File: src/rtl/pooling_stream.sv
// ---------------------------------------------------------------------------
// pooling_stream
//
// Serial pooling engine. It accepts one pixel per cycle over a window of
// cfg_win elements and reduces the selected elements by max or by a shifted
// sum (average). It returns one result per window over a valid/ready
// handshake. A single result is buffered, and input is stalled while it is
// pending.
//
// Optional build feature: define POOL_ARGMAX_EN to add out_idx. This is the
// index of the maximum element in max mode, and the earliest index on ties.
//
// Ports
//   clk        rising-edge clock
//   reset      asynchronous, active-high reset
//   cfg_win    window length (0 -> 1, >MAX_WIN -> MAX_WIN), sampled on beat 0
//   cfg_mode   0 = max, 1 = average, sampled on beat 0
//   cfg_shift  right shift applied to the sum in average mode, sampled on beat 0
//   in_valid   input beat valid
//   in_ready   block can accept a beat
//   in_data    unsigned pixel
//   in_sel     element participates in the reduction
//   out_valid  result valid
//   out_ready  downstream accepts the result
//   out_data   pooled result
//   out_idx    (POOL_ARGMAX_EN only) index of the max element
//   out_cnt    number of selected elements in the window
// ---------------------------------------------------------------------------
module pooling_stream #(
  parameter  int BIT_WIDTH = 8,
  parameter  int MAX_WIN   = 9,
  localparam int CNT_W     = $clog2(MAX_WIN + 1)
) (
  input  logic                 clk,
  input  logic                 reset,
  input  logic [CNT_W-1:0]     cfg_win,
  input  logic                 cfg_mode,
  input  logic [CNT_W-1:0]     cfg_shift,
  input  logic                 in_valid,
  output logic                 in_ready,
  input  logic [BIT_WIDTH-1:0] in_data,
  input  logic                 in_sel,
  output logic                 out_valid,
  input  logic                 out_ready,
  output logic [BIT_WIDTH-1:0] out_data,
`ifdef POOL_ARGMAX_EN
  output logic [CNT_W-1:0]     out_idx,
`endif
  output logic [CNT_W-1:0]     out_cnt
);

  localparam int               SUM_W     = BIT_WIDTH + CNT_W;
  localparam logic [CNT_W-1:0] MAX_WIN_C = CNT_W'(MAX_WIN);
  localparam logic [CNT_W-1:0] ONE_C     = CNT_W'(1);

  typedef enum logic [1:0] {S_IDLE, S_ACCUM, S_OUT} state_t;

  state_t r_state;
  state_t w_state_nxt;

  // Latched window configuration
  logic [CNT_W-1:0]     r_win;
  logic                 r_mode;
  logic [CNT_W-1:0]     r_shift;

  // Running reduction state
  logic [CNT_W-1:0]     r_idx;
  logic [BIT_WIDTH-1:0] r_max;
  logic [SUM_W-1:0]     r_sum;
  logic [CNT_W-1:0]     r_cnt;

  // Result buffer
  logic [BIT_WIDTH-1:0] r_out_data;
  logic [CNT_W-1:0]     r_out_cnt;

  logic                 w_can_accept;
  logic                 w_accept;
  logic                 w_first;
  logic                 w_last;
  logic                 w_take;
  logic [CNT_W-1:0]     w_win_cfg;
  logic [CNT_W-1:0]     w_win;
  logic                 w_mode;
  logic [CNT_W-1:0]     w_shift;
  logic [CNT_W-1:0]     w_idx;
  logic [BIT_WIDTH-1:0] w_max_base;
  logic [SUM_W-1:0]     w_sum_base;
  logic [CNT_W-1:0]     w_cnt_base;
  logic [BIT_WIDTH-1:0] w_max_new;
  logic [SUM_W-1:0]     w_sum_new;
  logic [CNT_W-1:0]     w_cnt_new;

  // Shift the sum right and clamp the result to the pixel range.
  function automatic logic [BIT_WIDTH-1:0] sat_shift(
    input logic [SUM_W-1:0] sum,
    input logic [CNT_W-1:0] sh
  );
    logic [SUM_W-1:0] v;
    v = sum >> sh;
    if (|v[SUM_W-1:BIT_WIDTH]) return {BIT_WIDTH{1'b1}};
    return v[BIT_WIDTH-1:0];
  endfunction

  // Effective window length. Zero means one, and the length is clamped to capacity.
  always_comb begin
    w_win_cfg = cfg_win;
    if (cfg_win == '0)           w_win_cfg = ONE_C;
    else if (cfg_win > MAX_WIN_C) w_win_cfg = MAX_WIN_C;
  end

  // in_ready is forced low while reset is held, not just after its first clock.
  assign w_can_accept = (r_state != S_OUT) && !reset;
  assign w_accept     = in_valid && w_can_accept;
  assign in_ready     = w_can_accept;

  // Beat 0 uses the live config and starts from a clean reduction state.
  // Later beats use the values latched on beat 0.
  assign w_first    = (r_state == S_IDLE);
  assign w_win      = w_first ? w_win_cfg : r_win;
  assign w_mode     = w_first ? cfg_mode  : r_mode;
  assign w_shift    = w_first ? cfg_shift : r_shift;
  assign w_idx      = w_first ? '0 : r_idx;
  assign w_max_base = w_first ? '0 : r_max;
  assign w_sum_base = w_first ? '0 : r_sum;
  assign w_cnt_base = w_first ? '0 : r_cnt;

  // The first selected element is always taken, so that argmax points at it
  // even when its value is 0. Later elements must be strictly greater.
  assign w_take    = in_sel && ((in_data > w_max_base) || (w_cnt_base == '0));
  assign w_max_new = w_take ? in_data : w_max_base;
  assign w_sum_new = w_sum_base + (in_sel ? {{CNT_W{1'b0}}, in_data} : '0);
  assign w_cnt_new = w_cnt_base + {{(CNT_W-1){1'b0}}, in_sel};
  assign w_last    = (w_idx == (w_win - ONE_C));

  always_ff @(posedge clk or posedge reset) begin
    if (reset) r_state <= S_IDLE;
    else       r_state <= w_state_nxt;
  end

  always_comb begin
    w_state_nxt = r_state;
    out_valid   = 1'b0;
    case (r_state)
      S_IDLE:  if (w_accept) w_state_nxt = w_last ? S_OUT : S_ACCUM;
      S_ACCUM: if (w_accept && w_last) w_state_nxt = S_OUT;
      S_OUT: begin
        out_valid = 1'b1;
        if (out_ready) w_state_nxt = S_IDLE;
      end
      default: w_state_nxt = S_IDLE;
    endcase
  end

  // Accumulate stage: the running state updates on every accepted beat.
  // The result buffer loads on the last beat.
  always_ff @(posedge clk or posedge reset) begin
    if (reset) begin
      r_win      <= '0;
      r_mode     <= 1'b0;
      r_shift    <= '0;
      r_idx      <= '0;
      r_max      <= '0;
      r_sum      <= '0;
      r_cnt      <= '0;
      r_out_data <= '0;
      r_out_cnt  <= '0;
    end else if (w_accept) begin
      r_idx <= w_idx + ONE_C;
      r_max <= w_max_new;
      r_sum <= w_sum_new;
      r_cnt <= w_cnt_new;
      if (w_first) begin
        r_win   <= w_win_cfg;
        r_mode  <= cfg_mode;
        r_shift <= cfg_shift;
      end
      if (w_last) begin
        r_out_data <= w_mode ? sat_shift(w_sum_new, w_shift) : w_max_new;
        r_out_cnt  <= w_cnt_new;
      end
    end
  end

  assign out_data = r_out_data;
  assign out_cnt  = r_out_cnt;

`ifdef POOL_ARGMAX_EN
  logic [CNT_W-1:0] r_arg;
  logic [CNT_W-1:0] r_out_idx;
  logic [CNT_W-1:0] w_arg_new;

  assign w_arg_new = w_take ? w_idx : (w_first ? '0 : r_arg);

  always_ff @(posedge clk or posedge reset) begin
    if (reset) begin
      r_arg     <= '0;
      r_out_idx <= '0;
    end else if (w_accept) begin
      r_arg <= w_arg_new;
      if (w_last) r_out_idx <= w_mode ? '0 : w_arg_new;
    end
  end

  assign out_idx = r_out_idx;
`endif

endmodule

File: config.mk
export PLATFORM = sky130hd
export DESIGN_NAME = pooling_stream
export DESIGN_NICKNAME = d
export VERILOG_FILES = /design/src/rtl/pooling_stream.sv
export SDC_FILE = /design/constraint.sdc
export NUM_CORES = 1
export LEC_CHECK = 0
export CAP_MARGIN = 30
export CORE_ASPECT_RATIO = 1.4
export CORE_MARGIN = 8
export CORE_UTILIZATION = 49
export CTS_CLUSTER_DIAMETER = 40
export DETAILED_ROUTE_END_ITERATION = 16
export PLACE_DENSITY = 0.71
export SLEW_MARGIN = 25
export SYNTH_ARGS = -nofsm -noshare
export SYNTH_HDL_FRONTEND = slang
export SYNTH_SLANG_ARGS = --single-unit
File: constraint.sdc
create_clock -name clk -period 4.9 [get_ports clk]
set_input_delay 0.98 -clock clk [delete_from_list [all_inputs] [get_ports clk]]
set_output_delay 0.98 -clock clk [all_outputs]
set_load 0.02 [all_outputs]
==> qor.csv <==
metric;value;unit
status;finished clean;
worst_pin_slew;0.731;ns
die_area;0.0111;mm2
setup_viol_count_final;0;
die_h;121;um
post_drt_wl_per_cell;17.6;um
dp_hpwl;7830;um
pre_cts_ws;0.291;ns
track_usage;19.6;%
synthSimpleGateAreaFrac;24.4;%
crit_family;compound AO/OA/AOI/OAI gates;
synth_top_cell_area_share;32.9;%
end_kind;register;
fp-row-count;38;
startpoint;cfg_win[3];
mostFrequentLayoutCells;nand2_1, dfrtp_1, clkdlybuf4s50_1, nor2_1, o21ai_0;
crit-reg2reg-launch;r_state[1];
clockBufferDepth;2;
startpoint_type;input pin;
synthArstFlopShare;100;%
whs;0.473;ns
clk_latency;0.31;ns
relSlewSlack;49.9;%
p_leak;1.92;nW
synth_edf_count;0;
setup_slack;0.578;ns
final_common_cell;nand2_1;
fmax;231;MHz
critPathRequiredTime;5.13;ns
instances_no_fill;608;
drt-initial-drc-count;247;
yosys_register_bits;51;
syn_to_final_growth;13.5;%
yosysTopAreaCell;dfrtp_1;
cts_resized;0;
dp.cells;601;
synth_fp_nets;525;
antenna_found_initial;0;
synth_ff_type;dfrtp_1;
synth_top_family_by_area;compound AO/OA/AOI/OAI gates;
irDropWorstVdd;0.294;mV
io_pins;36;
vias;3708;
fillers;733;
grt_setup_unrepaired;false;
min_from;r_sum[6];
synth_cell_types;68;
synth_warnings;0;
multi_input_area;0.00244;mm2
cp_slowest_cell;clkdlybuf4s50_1;
place.gp.congestion;0.884;
total_power;3.06;mW
synth_compound_area_share;25.2;%
cts_hold_buffers;0;
power.density;693;mW/mm2
path_class;input pin to register;
clk_pin_slew;0.09;ns
port_buffers;35;
worst_hold_path_type;register to register;
coreArea;0.00770;mm2
path_common_cell;a31oi_1;
n_antenna_cell;0;
grt_pass1_wl;17700;um
routed_wirelength;10700;um
maxSlewViolCount;0;
maxCapViolations;0;
netlist_instances;482;
synth.cell_area;0.00388;mm2
numCtsBuffers;5;
nNetsFinal;551;
fin_crit;4.32;ns
postCtsSetupBuffers;0;
worst-endpoint-arrival;4.55;ns
slowest_delay;0.59;ns
grt_remaining_overflow;0;
cts_max_level;2;
clock-sinks;51;
fin_setup_tns;0;ns
path_buf_inv;3;
remaining_drc_errors;0;
fin_crit_sh;88.2;%
vias_per_cell;6.10;
syn_area_per_cell;8.06;um2
hold_viol;0;
first_global_vias;3614;
path_max_fanout;20;
synthAdderAreaFrac;6.96;%
path_cells;clkdlybuf4s50_1, nor3_1, o32ai_1, ha_1, inv_1, and3_1, or4_1, a31oi_1, o221a_2, buf_4, nor2_1, a31o_1, a31oi_1;
ff_latch_area;0.00128;mm2
cts_tree;yes;
die_width;91.3;um
cts-root-buf;clkbuf_8;
antenna_left;0;
synth_mux_area_share;3.86;%
drive_gt1_share;5.91;%
drt_pass1_iterations;5;
grt_max_degree;52;
start_util;50.4;%
yosysSeqAreaShare;32.9;%
clock_skew;0.0111;ns
synthTopCellsByArea;dfrtp_1, nand2_1, ha_1;
synthXorXnorAreaFrac;2.25;%
==> state kept, by name (all words and copies together) (netlist names) <==
register	cells
r_shift	4
out_data	8
r_max	8
r_sum	12
r_cnt	4
r_mode	1
r_idx	4
r_state	2
out_cnt	4
r_win	4
==> worst reg2reg max path, cell delays in order (launching register included) <==
cell and delay, ns:
dfrtp_1 0.52, or2_2 0.58, and2_1 0.27, ha_1 0.20
fa_1 0.41, a211oi_1 0.33, o211ai_1 0.23, and3b_1 0.27
nor2_1 0.13, a21oi_1 0.14, a221oi_1 0.51, a31o_2 0.31
a31oi_1 0.10
==> path summary, 6_finish.rpt <==
path	cells after the start	slack (ns)	end
max in group asynchronous	2	3.32	r_sum[3]
hold reg to reg	2	0.47	r_sum[6]
setup reg to reg	12	0.77	out_data[2]
min in group asynchronous	2	1.14	r_sum[10]
hold / removal	2	0.47	r_sum[6]
setup / recovery	13	0.58	out_data[1]
==> layer usage <==
layer,part of all wire (%),global-route usage [%],wire length [um]
met4,2.4,8.74,254
met1,43,23.5,4560
met5,0,0,0
met2,50,33.8,5360
met3,5.0,3.10,541
==> cells by family after synthesis <==
kind of cell / Yosys count
multiplexers: 13
AND/OR/NAND/NOR: 206
buffers and inverters: 36
XOR/XNOR: 10
adder cells (fa/ha/maj): 21
flip-flops: 51
AO/OA/AOI/OAI: 145
==> layout make-up <==
type | instances | area share [%]
Clock inverter | 1 | 0.681
Sequential cell | 51 | 28.9
Clock buffer | 6 | 1.65
Inverter | 11 | 0.993
Multi-Input combinational cell | 395 | 55.4
Timing Repair Buffer | 44 | 9.48
Tap cell | 100 | 2.84
==> where the power goes <==
group	switching, mW	internal (mW)
combinational	1.20	0.824
clock	0.140	0.150
sequential	0.153	0.596
==> synth_stat cells (all sizes together), types with 3 or more instances <==
master	count
o21ai	33
a21o	5
a211oi	4
o2111ai	3
nor2	33
xnor2	4
nand2	99
nor3b	3
nand3	16
a22o	9
ha	20
a31oi	8
a31o	3
nor3	8
clkbuf	18
nor2b	5
o211ai	9
o2bb2ai	3
o22ai	3
a21oi	29
xor2	6
a221oi	3
mux2	6
mux2i	6
and2	26
o21a	7
inv	11
buf	7
dfrtp	51
==> per-stage QoR <==
stage | util [%] | cell area (um2)
after floorplan | - | 3880
after global placement | 55.8 | 4300
after detailed placement | 55.9 | 4300
after CTS | 57.2 | 4410
after global routing | 57.2 | 4410
final | 57.2 | 4410
(Power assumes the default switching activity.)
